<file path="config.mk">
export PLATFORM = sky130hd
export DESIGN_NAME = native_console_tx
export DESIGN_NICKNAME = d
export VERILOG_FILES = /design/src/rtl/native_console_pkg.sv /design/src/rtl/native_console_tx_sync_fifo.sv /design/src/rtl/native_console_tx.sv
export SDC_FILE = /design/constraint.sdc
export NUM_CORES = 1
export LEC_CHECK = 0
export ABC_AREA = 1
export CAP_MARGIN = 0
export CORE_MARGIN = 5
export CORE_UTILIZATION = 40
export DETAILED_ROUTE_END_ITERATION = 16
export HOLD_SLACK_MARGIN = 0.15
export SLEW_MARGIN = 20
export SYNTH_ARGS = -nofsm -noshare
export SYNTH_HDL_FRONTEND = slang
export SYNTH_HIERARCHICAL = 1
export SYNTH_SLANG_ARGS = --single-unit
</file>
<file path="constraint.sdc">
create_clock -name clk -period 3.12 [get_ports clk]
set_clock_uncertainty 0.05 [all_clocks]
set_input_delay 0.312 -clock clk [delete_from_list [all_inputs] [get_ports clk]]
set_output_delay 0.312 -clock clk [all_outputs]
set_load 0.01 [all_outputs]
</file>
<file path="src/rtl/native_console_pkg.sv">
// Shared definitions for the native-bus console transmitter: register map,
// STATUS layout and transmitter state encoding.
package native_console_pkg;

    localparam logic [3:0] OFF_DATA   = 4'h0;
    localparam logic [3:0] OFF_STATUS = 4'h4;
    localparam logic [3:0] OFF_RSVD0  = 4'h8;
    localparam logic [3:0] OFF_RSVD1  = 4'hC;

    localparam int unsigned STAT_BUSY      = 32'd0;
    localparam int unsigned STAT_FULL      = 32'd1;
    localparam int unsigned STAT_EMPTY     = 32'd2;
    localparam int unsigned STAT_COUNT_LSB = 32'd8;

    typedef enum logic [1:0] {
        ST_IDLE  = 2'd0,
        ST_START = 2'd1,
        ST_DATA  = 2'd2,
        ST_STOP  = 2'd3
    } tx_state_e;

    function automatic logic [31:0] status_word(input logic busy, input logic full,
                                               input logic empty, input logic [7:0] count);
        logic [31:0] w;
        w = 32'h0000_0000;
        w[STAT_BUSY]             = busy;
        w[STAT_FULL]             = full;
        w[STAT_EMPTY]            = empty;
        w[STAT_COUNT_LSB +: 8]   = count;
        return w;
    endfunction

endpackage

</file>
<file path="src/rtl/native_console_tx_sync_fifo.sv">
// Small synchronous FIFO with a combinational head output; the consumer sees
// the oldest entry on rdata whenever empty is low.
module sync_fifo #(
    parameter int WIDTH = 8,
    parameter int DEPTH = 8
) (
    input  logic                     clk,
    input  logic                     reset,
    input  logic                     push,
    input  logic [WIDTH-1:0]         wdata,
    input  logic                     pop,
    output logic [WIDTH-1:0]         rdata,
    output logic                     full,
    output logic                     empty,
    output logic [$clog2(DEPTH):0]   count
);
    localparam int AW = $clog2(DEPTH);
    localparam logic [AW:0] DEPTH_C = (AW+1)'(DEPTH);

    logic [WIDTH-1:0] mem_r [DEPTH];
    logic [AW-1:0]    wr_ptr_r;
    logic [AW-1:0]    rd_ptr_r;
    logic             do_push_s;
    logic             do_pop_s;

    assign full      = (count == DEPTH_C);
    assign empty     = (count == (AW+1)'(0));
    assign do_push_s = push && !full;
    assign do_pop_s  = pop && !empty;
    assign rdata     = mem_r[rd_ptr_r];

    // Pointer and occupancy bookkeeping; simultaneous push and pop keep count.
    always_ff @(posedge clk or posedge reset) begin
        if (reset) begin
            wr_ptr_r <= '0;
            rd_ptr_r <= '0;
            count    <= '0;
        end else begin
            if (do_push_s) wr_ptr_r <= wr_ptr_r + AW'(1);
            if (do_pop_s)  rd_ptr_r <= rd_ptr_r + AW'(1);
            case ({do_push_s, do_pop_s})
                2'b10:   count <= count + (AW+1)'(1);
                2'b01:   count <= count - (AW+1)'(1);
                default: count <= count;
            endcase
        end
    end

    // Storage array, written only on an accepted push.
    always_ff @(posedge clk) begin
        if (do_push_s) mem_r[wr_ptr_r] <= wdata;
    end

endmodule

</file>
<file path="src/rtl/native_console_tx.sv">
// Memory-mapped console transmitter: native-bus register window feeding a
// byte FIFO that drains through an 8N1 UART shifter.
module native_console_tx #(
    parameter logic [31:0] BASE_ADDR  = 32'h1000_0000,
    parameter int          CLK_DIV    = 868,
    parameter int          FIFO_DEPTH = 8
) (
    input  logic        clk,
    input  logic        reset,
    input  logic        mem_valid,
    input  logic [31:0] mem_addr,
    input  logic [31:0] mem_wdata,
    input  logic [3:0]  mem_wstrb,
    output logic        mem_ready,
    output logic [31:0] mem_rdata,
    output logic        txd,
    output logic        tx_irq
);
    import native_console_pkg::*;

    localparam int          CW          = $clog2(FIFO_DEPTH) + 1;
    localparam logic [15:0] BAUD_RELOAD = 16'(CLK_DIV - 1);

    logic          hit_s;
    logic [3:0]    reg_off_s;
    logic          data_wr_s;
    logic          accept_s;
    logic          fifo_push_s;
    logic          fifo_pop_s;
    logic          fifo_full_s;
    logic          fifo_empty_s;
    logic [7:0]    fifo_head_s;
    logic [CW-1:0] fifo_count_s;
    logic [31:0]   read_value_s;
    tx_state_e     state_r;
    logic [15:0]   baud_r;
    logic [2:0]    bit_idx_r;
    logic [7:0]    shift_r;
    logic          unused_s;

    assign unused_s  = ^{mem_wdata[31:8], mem_addr[1:0]};
    assign hit_s     = mem_valid && (mem_addr[31:4] == BASE_ADDR[31:4]);
    assign reg_off_s = {mem_addr[3:2], 2'b00};
    assign data_wr_s = (reg_off_s == OFF_DATA) && mem_wstrb[0];
    // A DATA write against a full FIFO is held off until a slot frees up.
    assign accept_s    = hit_s && !mem_ready && !(data_wr_s && fifo_full_s);
    assign fifo_push_s = accept_s && data_wr_s;
    assign fifo_pop_s  = !fifo_empty_s &&
                         ((state_r == ST_IDLE) || ((state_r == ST_STOP) && (baud_r == 16'd0)));

    sync_fifo #(.WIDTH(8), .DEPTH(FIFO_DEPTH)) u_fifo (
        .clk   (clk),
        .reset (reset),
        .push  (fifo_push_s),
        .wdata (mem_wdata[7:0]),
        .pop   (fifo_pop_s),
        .rdata (fifo_head_s),
        .full  (fifo_full_s),
        .empty (fifo_empty_s),
        .count (fifo_count_s)
    );

    // Read-data mux: only a STATUS read returns non-zero data.
    always_comb begin
        read_value_s = 32'h0000_0000;
        if ((mem_wstrb == 4'b0000) && (reg_off_s == OFF_STATUS)) begin
            read_value_s = status_word(state_r != ST_IDLE, fifo_full_s, fifo_empty_s,
                                       8'(fifo_count_s));
        end else begin
            read_value_s = 32'h0000_0000;
        end
    end

    // Bus response: one-cycle ready pulse, read data held between responses.
    always_ff @(posedge clk or posedge reset) begin
        if (reset) begin
            mem_ready <= 1'b0;
            mem_rdata <= 32'h0000_0000;
        end else begin
            mem_ready <= accept_s;
            if (accept_s) mem_rdata <= read_value_s;
            else          mem_rdata <= mem_rdata;
        end
    end

    // Transmitter FSM: START, eight data bits LSB first, STOP, each CLK_DIV cycles.
    always_ff @(posedge clk or posedge reset) begin
        if (reset) begin
            state_r   <= ST_IDLE;
            baud_r    <= 16'd0;
            bit_idx_r <= 3'd0;
            shift_r   <= 8'h00;
            txd       <= 1'b1;
            tx_irq    <= 1'b1;
        end else begin
            tx_irq <= fifo_empty_s && (state_r == ST_IDLE);
            case (state_r)
                ST_IDLE: begin
                    if (!fifo_empty_s) begin
                        state_r <= ST_START;
                        shift_r <= fifo_head_s;
                        baud_r  <= BAUD_RELOAD;
                        txd     <= 1'b0;
                    end
                end
                ST_START: begin
                    if (baud_r == 16'd0) begin
                        state_r   <= ST_DATA;
                        baud_r    <= BAUD_RELOAD;
                        bit_idx_r <= 3'd0;
                        txd       <= shift_r[0];
                    end else begin
                        baud_r <= baud_r - 16'd1;
                    end
                end
                ST_DATA: begin
                    if (baud_r == 16'd0) begin
                        baud_r <= BAUD_RELOAD;
                        if (bit_idx_r == 3'd7) begin
                            state_r <= ST_STOP;
                            txd     <= 1'b1;
                        end else begin
                            bit_idx_r <= bit_idx_r + 3'd1;
                            shift_r   <= {1'b0, shift_r[7:1]};
                            txd       <= shift_r[1];
                        end
                    end else begin
                        baud_r <= baud_r - 16'd1;
                    end
                end
                ST_STOP: begin
                    // Chain straight into the next start bit when more data is queued.
                    if (baud_r == 16'd0) begin
                        if (!fifo_empty_s) begin
                            state_r <= ST_START;
                            shift_r <= fifo_head_s;
                            baud_r  <= BAUD_RELOAD;
                            txd     <= 1'b0;
                        end else begin
                            state_r <= ST_IDLE;
                        end
                    end else begin
                        baud_r <= baud_r - 16'd1;
                    end
                end
                default: begin
                    state_r <= ST_IDLE;
                    txd     <= 1'b1;
                end
            endcase
        end
    end

endmodule

</file>
==> run metrics <==
status=finished clean; DP HPWL=8950 µm; Distinct cells, synth=36; drt pass-1 iters=4; ranking of synthesized cells by area=edfxtp_1, dfrtp_1, nand2_1; Clk Latency, worst-skew pair=0.42 ns; cell chain of the critical path=inv_1, ha_1, nand2_1, nor2_4, nand3_1, a21oi_1, nand2_1, inv_1, ha_1, ha_1, or2_2, nand2_1, nand2_1, nand3_1, nand2_1; RSZ-0062 raised after global routing=no; area share of the largest cell type after synthesis=0.312; CP Capture Type=register; CP max FO=6; largest net degree at the start of global routing=67; share of the yosys chip area belonging to registers=0.511; Syn-to-layout area delta=21.5%; FMAX=0.369 GHz; met2 WL=6410 µm; FP Rows=45; Max Buffers Root-to-Sink=2; Crit-path slowest cell=dfrtp_1; Yosys top cell by area=edfxtp_1; Fin. Hold Viols=0; top_reg_cell synth=edfxtp_1; ANT cells=0; CORE AREA=15100 µm²; DR vias=4614; max cap viols=0; Synth Register Bits=113; Sink Count=113; Leak=3.56 nW; EDFF count, synth=64; Post-Route M1 WL=5870 µm; H-tree levels=4; layout cells sized above 1=0.0918; gr usage total=0.150; wire length on met3=543 µm; WS Path Type=reg -> reg; Synth async-reset ratio=0.434; pwr dens=504 nW/µm²; Slew headroom=0.484; die width=134 µm; global-route wire length before repair=21200 µm; TritonCTS clock tree=built; Num CTS Buffers=17; Final ANT Viol Nets=0; post-route clock period utilization=0.870; clock-pin slew of the registers on the worst-case setup and hold paths=0.06 ns; I/O pin cnt=106; area of the multi-input gates=2500 µm²; fillers=1440; delay of the slowest cell on the worst path=0.39 ns; final setup fails=0; nets@finish=912; setup_tns=0 ns; worst slew pin tran=0.774 ns; port bufs=54; antenna violations before repair=0; gpl congestion=0.884; number of vias per cell=4.49; crit path DAT=2.97 ns; Initial Utilization=0.407; First DRT Iteration DRCs=254; vias in the first global route=4246; wire per inst=12.6 µm; CP Data Required Time=3.37 ns; total grt overflow=0; commonest non-fill, non-tap cell in the layout=nand2_1; CP most frequent cell=nand2_1; Setup Buffers After CTS=0; Die Area=18000 µm²; Tightest Hold Check Type=in -> async; VDD IR-drop max=0.592 mV; die height=134 µm; highest metal used=met4; cells resized by post-CTS repair=0; DR DRC count=0; worst path bufs/invs=2; hold buffer count at CTS=0; Yosys warnings=6; Mapped Cells=754; mapped cell area=6170 µm²; CP top delay family=simple AND/OR/NAND/NOR gates; Max Slew Vio Count=0; Power, Total=0.00378 W; commonest cells after routing, fill and taps aside=nand2_1, nor2_1, inv_1; Total Wirelength=13000 µm; min Tclk post-route=2.71 ns; Syn Area/Cell=8.18 µm²; startpoint class of the critical path=register; Reg area=3150 µm²; CTS Root Cell=clkbuf_16
cells in the mapped netlist, drive strengths merged (2+ instances only):
| library cell | count |
|---|---|
| nand2 | 264 |
| xor2 | 4 |
| nand3 | 49 |
| a21oi | 7 |
| o21ai | 16 |
| nor2 | 129 |
| buf | 38 |
| inv | 83 |
| nor3 | 9 |
| nand4 | 9 |
| dfrtp | 47 |
| edfxtp | 64 |
| clkbuf | 2 |
| dfstp | 2 |
| ha | 14 |
| xnor2 | 6 |
| o211ai | 2 |
| nand3b | 2 |
| or2 | 3 |
logic make-up (layout without fill, tap and decap cells):
family,count (synthesis),in the layout,share of synthesized area
AO/OA/AOI/OAI,27,27,0.0260
AND/OR/NAND/NOR,465,465,0.319
XOR/XNOR,10,10,0.0142
other,1,25,0.000608
buffers and inverters,123,184,0.0980
adder cells (fa/ha/maj),15,15,0.0316
flip-flops,113,113,0.511
worst reg2reg max path, delay by kind of cell (launching register included):
kind	cells	cell delay, ns
AO/OA/AOI/OAI	1	0.15
adder cells (fa/ha/maj)	3	0.71
buffers and inverters	2	0.28
flip-flops	1	0.39
AND/OR/NAND/NOR	9	1.02
worst paths after layout:
path	endpoint	slack [ns]	startpoint	depth (start not counted)
min	u_fifo/rd_ptr_r[1]	0.17	reset	2
max	u_fifo/count[3]	0.41	baud_r[0]	15
max reg2reg	u_fifo/count[3]	0.41	baud_r[0]	15
min reg2reg	shift_r[0]	0.42	shift_r[0]	2
max in group asynchronous	tx_irq	2.36	reset	3
min in group clk	shift_r[0]	0.42	shift_r[0]	2
registers in the layout (all words and copies together), names as in the netlist, 2 cells and up:
signal / flops
u_fifo/count: 4
u_fifo/mem_r: 64
bit_idx_r: 3
shift_r: 8
state_r: 2
u_fifo/wr_ptr_r: 3
baud_r: 16
u_fifo/rd_ptr_r: 3
mem_rdata: 7
stage by stage:
step	hold WS, ns	utilization	area (µm²)	cells	setup slack, ns
floorplan	0.102	-	6260	778	0.513
global placement	0.406	0.453	6860	995	0.244
detailed placement	0.408	0.453	6860	995	0.229
CTS	0.175	0.495	7500	1027	0.394
global route	0.212	0.495	7500	1027	0.135
finish	0.171	0.495	7500	1027	0.407
report_power, final:
group | internal, W | switching (W) | total, W
clock | 0.00137 | 0.000722 | 0.00209
combinational | 0.0000538 | 0.0000512 | 0.000105
sequential | 0.00158 | 0.000000294 | 0.00158
routing by layer:
layer  track usage  vias up
met2         0.251       69
met4        0.0498        0
li1              -     2471
met5             0        -
met3        0.0383       16
met1         0.192     2058
final cells by class:
type	count	area share
Timing Repair Buffer	69	0.0871
Multi-Input combinational cell	542	0.334
Sequential cell	113	0.420
Inverter	83	0.0416
Clock inverter	14	0.0270
Tap cell	188	0.0314
Clock buffer	18	0.0586
Power figures use the tool's default switching activity.
